File: config.mk
export PLATFORM = sky130hd
export DESIGN_NAME = dac_interleaver
export DESIGN_NICKNAME = d
export VERILOG_FILES = /design/src/rtl/dac_pkg.sv /design/src/rtl/dac_sync_fifo.sv /design/src/rtl/dac_interleaver.sv
export SDC_FILE = /design/constraint.sdc
export NUM_CORES = 1
export LEC_CHECK = 0
export CAP_MARGIN = 20
export CORE_MARGIN = 3
export CORE_UTILIZATION = 60
export DETAILED_ROUTE_END_ITERATION = 6
export PLACE_DENSITY = 0.89
export SLEW_MARGIN = 40
export SYNTH_ARGS = -nofsm -noshare
export SYNTH_HDL_FRONTEND = slang
export SYNTH_SLANG_ARGS = --single-unit
File: constraint.sdc
create_clock -name Bus2IP_Clk -period 5.6 [get_ports Bus2IP_Clk]
set_input_delay 0.56 -clock Bus2IP_Clk [delete_from_list [all_inputs] [get_ports Bus2IP_Clk]]
set_output_delay 0.56 -clock Bus2IP_Clk [all_outputs]
set_load 0.01 [all_outputs]
File: src/rtl/dac_pkg.sv
// Shared definitions for the interleaved DAC output stage: sample width,
// packed-word field positions, FSM state encoding and counter width.
package dac_pkg;

   localparam int DAC_DATA_WIDTH     = 10;
   localparam int WORD_WIDTH         = 32;
   localparam int UNDERRUN_CNT_WIDTH = 16;

   // Field positions in bus bit numbering (bit 0 = MSB of the 32-bit word).
   localparam int CHA_MSB = 0;
   localparam int CHB_MSB = 16;

   typedef enum logic [1:0] {
      IDLE   = 2'd0,
      SLOT_A = 2'd1,
      SLOT_B = 2'd2
   } dac_state_e;

   // Maps a bus bit number (0 = MSB) to the conventional [31:0] index.
   function automatic int plb_to_lsb0(input int plb_bit);
      return WORD_WIDTH - 1 - plb_bit;
   endfunction

endpackage

File: src/rtl/dac_sync_fifo.sv
// Single-clock FIFO for packed sample pairs. Read data is show-ahead:
// rdata always presents the oldest stored word while the FIFO is non-empty.
// Push into a full FIFO and pop from an empty FIFO are ignored.
module dac_sync_fifo #(
   parameter int DEPTH = 8,
   parameter int WIDTH = 32
) (
   input  logic                     clk_sys,
   input  logic                     rst_b,
   input  logic                     push,
   input  logic [WIDTH-1:0]         wdata,
   input  logic                     pop,
   output logic [WIDTH-1:0]         rdata,
   output logic                     full,
   output logic                     empty,
   output logic [$clog2(DEPTH):0]   level
);

   localparam int AW = $clog2(DEPTH);
   localparam int LW = AW + 1;

   logic [WIDTH-1:0] mem [DEPTH];
   logic [AW-1:0]    wr_ptr;
   logic [AW-1:0]    rd_ptr;
   logic             push_ok;
   logic             pop_ok;

   assign full    = (level == LW'(DEPTH));
   assign empty   = (level == '0);
   assign push_ok = push && !full;
   assign pop_ok  = pop && !empty;
   assign rdata   = mem[rd_ptr];

   // Storage array; contents are don't-care while the level says empty.
   always_ff @(posedge clk_sys) begin
      if (push_ok) begin
         mem[wr_ptr] <= wdata;
      end
   end

   // Pointers wrap naturally because DEPTH is a power of two.
   always_ff @(posedge clk_sys or negedge rst_b) begin
      if (!rst_b) begin
         wr_ptr <= '0;
         rd_ptr <= '0;
         level  <= '0;
      end else begin
         if (push_ok) begin
            wr_ptr <= wr_ptr + AW'(1);
         end
         if (pop_ok) begin
            rd_ptr <= rd_ptr + AW'(1);
         end
         if (push_ok && !pop_ok) begin
            level <= level + LW'(1);
         end else if (pop_ok && !push_ok) begin
            level <= level - LW'(1);
         end
      end
   end

endmodule

File: src/rtl/dac_interleaver.sv
// Interleaved dual-channel DAC driver. Buffers packed sample pairs in a FIFO
// and plays each pair as an A slot followed by a B slot, each Rate_Div+1
// clocks long. When the FIFO runs dry at a pair boundary the held pair is
// replayed and Underrun pulses.
//
// Build option: define DAC_UNDERRUN_CNT_EN to implement the saturating
// Underrun_Cnt register; otherwise Underrun_Cnt is tied to zero.
//
// state  | meaning
// IDLE   | engine stopped, DCLKIO low, last sample held on the bus
// SLOT_A | channel A sample on the bus, DCLKIO low
// SLOT_B | channel B sample on the bus, DCLKIO high
module dac_interleaver
   import dac_pkg::*;
#(
   parameter int DATA_WIDTH = 10,
   parameter int FIFO_DEPTH = 8,
   parameter int DIV_WIDTH  = 8
) (
   input  logic                          Bus2IP_Clk,
   input  logic                          Bus2IP_Reset_n,
   input  logic                          Enable,
   input  logic                          Format,
   input  logic [DIV_WIDTH-1:0]          Rate_Div,
   input  logic [31:0]                   S_Data,
   input  logic                          S_Valid,
   output logic                          S_Ready,
   output logic [DATA_WIDTH-1:0]         IP2DAC_Data,
   output logic                          IP2DAC_DCLKIO,
   output logic [$clog2(FIFO_DEPTH):0]   Fifo_Level,
   output logic                          Underrun,
   output logic [UNDERRUN_CNT_WIDTH-1:0] Underrun_Cnt
);

   localparam int CHA_HI = plb_to_lsb0(CHA_MSB);
   localparam int CHB_HI = plb_to_lsb0(CHB_MSB);

   dac_state_e            state;
   dac_state_e            state_nxt;
   logic [DIV_WIDTH-1:0]  cnt;
   logic [DIV_WIDTH-1:0]  cnt_nxt;
   logic [DIV_WIDTH-1:0]  div;
   logic [DIV_WIDTH-1:0]  div_nxt;
   logic [DATA_WIDTH-1:0] a_q;
   logic [DATA_WIDTH-1:0] a_nxt;
   logic [DATA_WIDTH-1:0] b_q;
   logic [DATA_WIDTH-1:0] b_nxt;
   logic [DATA_WIDTH-1:0] data_nxt;
   logic                  dclk_nxt;
   logic                  underrun_nxt;
   logic                  pop;

   logic [31:0]           fifo_rdata;
   logic                  fifo_full;
   logic                  fifo_empty;
   logic [DATA_WIDTH-1:0] head_a;
   logic [DATA_WIDTH-1:0] head_b;
   logic                  unused_bits;

   // Two's-complement input becomes offset binary by flipping the MSB.
   function automatic logic [DATA_WIDTH-1:0] to_dac(input logic [DATA_WIDTH-1:0] x,
                                                    input logic                  fmt);
      logic [DATA_WIDTH-1:0] y;
      y = x;
      if (fmt) begin
         y[DATA_WIDTH-1] = ~x[DATA_WIDTH-1];
      end
      return y;
   endfunction

   dac_sync_fifo #(
      .DEPTH (FIFO_DEPTH),
      .WIDTH (32)
   ) u_fifo (
      .clk_sys (Bus2IP_Clk),
      .rst_b   (Bus2IP_Reset_n),
      .push    (S_Valid),
      .wdata   (S_Data),
      .pop     (pop),
      .rdata   (fifo_rdata),
      .full    (fifo_full),
      .empty   (fifo_empty),
      .level   (Fifo_Level)
   );

   // Ready reflects the stored level only; a same-cycle pop does not free a slot.
   assign S_Ready = !fifo_full;

   assign head_a = to_dac(fifo_rdata[CHA_HI -: DATA_WIDTH], Format);
   assign head_b = to_dac(fifo_rdata[CHB_HI -: DATA_WIDTH], Format);

   // Padding bits of the packed word carry no information.
   assign unused_bits = ^{fifo_rdata[CHA_HI-DATA_WIDTH:CHB_HI+1],
                          fifo_rdata[CHB_HI-DATA_WIDTH:0]};

   // Next-state, slot timing and next bus value; outputs are registered below.
   always_comb begin
      state_nxt    = state;
      cnt_nxt      = cnt;
      div_nxt      = div;
      a_nxt        = a_q;
      b_nxt        = b_q;
      data_nxt     = IP2DAC_Data;
      dclk_nxt     = IP2DAC_DCLKIO;
      underrun_nxt = 1'b0;
      pop          = 1'b0;

      case (state)
         IDLE: begin
            cnt_nxt  = '0;
            dclk_nxt = 1'b0;
            if (Enable && !fifo_empty) begin
               pop       = 1'b1;
               state_nxt = SLOT_A;
            end
         end
         SLOT_A: begin
            if (cnt == div) begin
               cnt_nxt   = '0;
               state_nxt = SLOT_B;
               data_nxt  = b_q;
               dclk_nxt  = 1'b1;
            end else begin
               cnt_nxt = cnt + DIV_WIDTH'(1);
            end
         end
         SLOT_B: begin
            if (cnt == div) begin
               cnt_nxt = '0;
               if (Enable && !fifo_empty) begin
                  pop       = 1'b1;
                  state_nxt = SLOT_A;
               end else if (Enable) begin
                  state_nxt    = SLOT_A;
                  data_nxt     = a_q;
                  dclk_nxt     = 1'b0;
                  underrun_nxt = 1'b1;
               end else begin
                  state_nxt = IDLE;
                  dclk_nxt  = 1'b0;
               end
            end else begin
               cnt_nxt = cnt + DIV_WIDTH'(1);
            end
         end
         default: begin
            state_nxt = IDLE;
            cnt_nxt   = '0;
            dclk_nxt  = 1'b0;
         end
      endcase

      // A pop captures the slot length, both converted samples and starts slot A.
      if (pop) begin
         div_nxt  = Rate_Div;
         a_nxt    = head_a;
         b_nxt    = head_b;
         data_nxt = head_a;
         dclk_nxt = 1'b0;
      end
   end

   // Engine state and registered DAC-side outputs.
   always_ff @(posedge Bus2IP_Clk or negedge Bus2IP_Reset_n) begin
      if (!Bus2IP_Reset_n) begin
         state         <= IDLE;
         cnt           <= '0;
         div           <= '0;
         a_q           <= '0;
         b_q           <= '0;
         IP2DAC_Data   <= '0;
         IP2DAC_DCLKIO <= 1'b0;
         Underrun      <= 1'b0;
      end else begin
         state         <= state_nxt;
         cnt           <= cnt_nxt;
         div           <= div_nxt;
         a_q           <= a_nxt;
         b_q           <= b_nxt;
         IP2DAC_Data   <= data_nxt;
         IP2DAC_DCLKIO <= dclk_nxt;
         Underrun      <= underrun_nxt;
      end
   end

`ifdef DAC_UNDERRUN_CNT_EN
   logic [UNDERRUN_CNT_WIDTH-1:0] underrun_cnt_q;

   // Saturating underrun count, cleared only by reset.
   always_ff @(posedge Bus2IP_Clk or negedge Bus2IP_Reset_n) begin
      if (!Bus2IP_Reset_n) begin
         underrun_cnt_q <= '0;
      end else if (underrun_nxt && (underrun_cnt_q != '1)) begin
         underrun_cnt_q <= underrun_cnt_q + UNDERRUN_CNT_WIDTH'(1);
      end
   end

   assign Underrun_Cnt = underrun_cnt_q;
`else
   assign Underrun_Cnt = '0;
`endif

endmodule
==> impl_metrics.env <==
export IMPL_path_clk_slew_ns=0.07
export IMPL_critPathKind="reg -> reg"
export IMPL_cts_hold_buffers_added=0
export IMPL_synth_distinct_cells=37
export IMPL_outcome="finished clean"
export IMPL_dpl_hpwl_um=10100
export IMPL_setup_viol=0
export IMPL_power_frac_comb=0.314
export IMPL_power_frac_seq=0.431
export IMPL_dr_pass1_iters=4
export IMPL_fin_crit_sh=0.717
export IMPL_hold_viol=0
export IMPL_net_switching_power_mw=1.74
export IMPL_gpl_final_weighted_congestion=0.759
export IMPL_met1_usage=0.308
export IMPL_num_vias=4804
export IMPL_die_w_um=128
export IMPL_io_buffers=49
export IMPL_dp_slack_ns=1.59
export IMPL_drtAntennaViolNets=0
export IMPL_worstRegToRegCells=12
export IMPL_synth_edf_count=160
export IMPL_p_per_area_nw_per_um2=532
export IMPL_critPathLaunchType="flop"
export IMPL_crit_required_ns=5.99
export IMPL_wl_per_cell_um=22.9
export IMPL_timing_fmax_mhz=249
export IMPL_finalWorstSetupSlack_ns=1.58
export IMPL_rsz0062_at_grt="no"
export IMPL_grt_start_max_net_pins=61
export IMPL_synthArstFlopShare=0.273
export IMPL_grt_pass1_vias=5036
export IMPL_maxSlewViolCount=0
export IMPL_routed_wirelength_um=18100
export IMPL_grt_busiest_layer="met2"
export IMPL_overflow=0
export IMPL_crit_fanout=41
export IMPL_swShare=0.317
export IMPL_area_growth_pct=15.2
export IMPL_grt_pass1_wl_um=28300
export IMPL_grt_usage=0.228
export IMPL_final_cell_mix="160 x edfxtp_1, 60 x nand2_1, 59 x dfrtp_1"
export IMPL_numCtsBuffers=22
export IMPL_synth_area_per_cell_um2=17.1
export IMPL_initialDrtViolationCount=438
export IMPL_num_antenna_cells=0
export IMPL_initial_core_util=0.615
export IMPL_hp_class="in -> async"
export IMPL_cts_buffer_depth=3
export IMPL_finalSetupTns_ns=0
export IMPL_root_buffer="clkbuf_16"
export IMPL_synth_cells=525
export IMPL_yosysSeqAreaShare=0.703
export IMPL_post_cts_resized=0
export IMPL_grt_met2_usage=0.389
export IMPL_power_mw=5.50
export IMPL_cts_tree="yes"
export IMPL_core_area_um2=14600
export IMPL_vias_per_cell=6.09
export IMPL_multi_input_area_um2=2500
export IMPL_regArea_um2=6310
export IMPL_worstMarginPinSlew_ns=0.734
export IMPL_crit_arrival_ns=4.41
export IMPL_antenna_found_initial=0
export IMPL_die_area_um2=16500
export IMPL_fillers=871
export IMPL_relSlewSlack=0.511
export IMPL_finClkSkew_ns=0.0134
export IMPL_die_y_um=128
export IMPL_pwr_share_clk=0.255
export IMPL_ys_seq_elements=220
export IMPL_leakage_nw=3.81
export IMPL_layout_commonest_cell="edfxtp_1"
export IMPL_synthFlopType="edfxtp_1"
export IMPL_end_kind="flop"
export IMPL_peakVddDrop_mv=0.295
export IMPL_fin_util=0.709
export IMPL_met3_usage=0.0325
export IMPL_cap_violations=0
export IMPL_drive_gt1_frac=0.164
export IMPL_p_int_mw=3.76
export IMPL_yosysWarnings=0
export IMPL_io_pins=78
export IMPL_cts_num_sinks=220
export IMPL_synthesis_area_um2=8970
export IMPL_post_cts_buffers=0
export IMPL_fin_crit_ns=4.02
export IMPL_drc_errors=0
export IMPL_cts_htree_levels=1
export IMPL_num_rows=44
export IMPL_nets=646
export IMPL_clk_latency_ns=0.51
worst paths after layout:
check                      slack [ns]            from          endpoint
max                              1.58          cnt[1]   u_fifo.level[3]
min                              0.12  Bus2IP_Reset_n     IP2DAC_DCLKIO
max reg2reg                      1.58          cnt[1]   u_fifo.level[3]
min reg2reg                      0.48          b_q[4]            b_q[4]
max in group asynchronous        5.06  Bus2IP_Reset_n  u_fifo.rd_ptr[0]
min in group Bus2IP_Clk          0.48          b_q[4]            b_q[4]
power by group through the flow:
stage	Sequential [mW]	Clock, mW	Combinational, mW
5_1_grt	2.41	1.48	1.87
4_1_cts	2.37	1.42	1.74
2_1_floorplan	2.32	0	1.23
6_report	2.37	1.40	1.73
3_3_place_gp	2.36	0	1.60
3_5_place_dp	2.39	0	1.70
Yosys cell counts, types with 4 or more instances:
cell        n  area share
buf_2      15      0.0084
a21oi_1    11      0.0061
mux2i_1    36       0.040
nand3_1     5      0.0028
a22o_1     10      0.0098
mux2_2      4      0.0050
nor2_1     12      0.0050
nor3_1      7      0.0039
xor2_1     16       0.016
buf_4      16       0.013
dfrtp_1    60        0.17
nand2_1    60       0.025
xnor2_1     8      0.0078
ha_1       11       0.015
o21ai_0    12      0.0067
o21a_1      9      0.0075
inv_1       6      0.0025
mux4_2     38       0.095
edfxtp_1  160        0.54
routing by layer:
layer	vias up	part of all wire
met2	182	0.52
met1	2482	0.40
met4	0	0.027
li1	2100	-
met5	-	0
met3	40	0.053
critical path, cell delays in order, from the launching register on:
cell	delay, ns
dfrtp_1	0.44
xor2_1	0.18
nor4_2	0.59
a31o_4	0.51
clkinv_2	0.56
ha_1	0.45
inv_1	0.13
ha_1	0.25
a21o_1	0.20
a21oi_1	0.20
xnor2_1	0.14
nor2_1	0.07
xor2_1	0.14
metrics by stage:
stage	area (um2)	hold WS, ns	cells
finish	10300	0.118	789
global route	10300	0.158	789
CTS	10300	0.239	789
detailed placement	9650	0.470	749
global placement	9640	0.463	749
floorplan	9030	0.264	540
flip-flops by register name, summed over array words and instances (netlist names), 4 cells and up:
| signal | flops |
|---|---|
| IP2DAC_Data | 10 |
| u_fifo.level | 4 |
| a_q | 10 |
| u_fifo.mem | 160 |
| div | 8 |
| b_q | 10 |
| cnt | 8 |
layout make-up:
type / count / share of cell area
flip-flops and latches: 220 / 0.610
multi-input cells: 276 / 0.242
repair buffers: 62 / 0.0567
clock buffers: 29 / 0.0558
well taps: 184 / 0.0223
clock inverters: 11 / 0.0111
inverters: 7 / 0.00266
logic make-up after synthesis:
kind of cell             count (synthesis)  synth area share
flip-flops                             220             0.703
AND/OR/NAND/NOR                         97            0.0484
multiplexers                            78             0.141
AO/OA/AOI/OAI                           49            0.0372
buffers and inverters                   44            0.0298
XOR/XNOR                                24            0.0234
adder cells (fa/ha/maj)                 12            0.0176
other                                    1          0.000418
(Power assumes the default switching activity.)
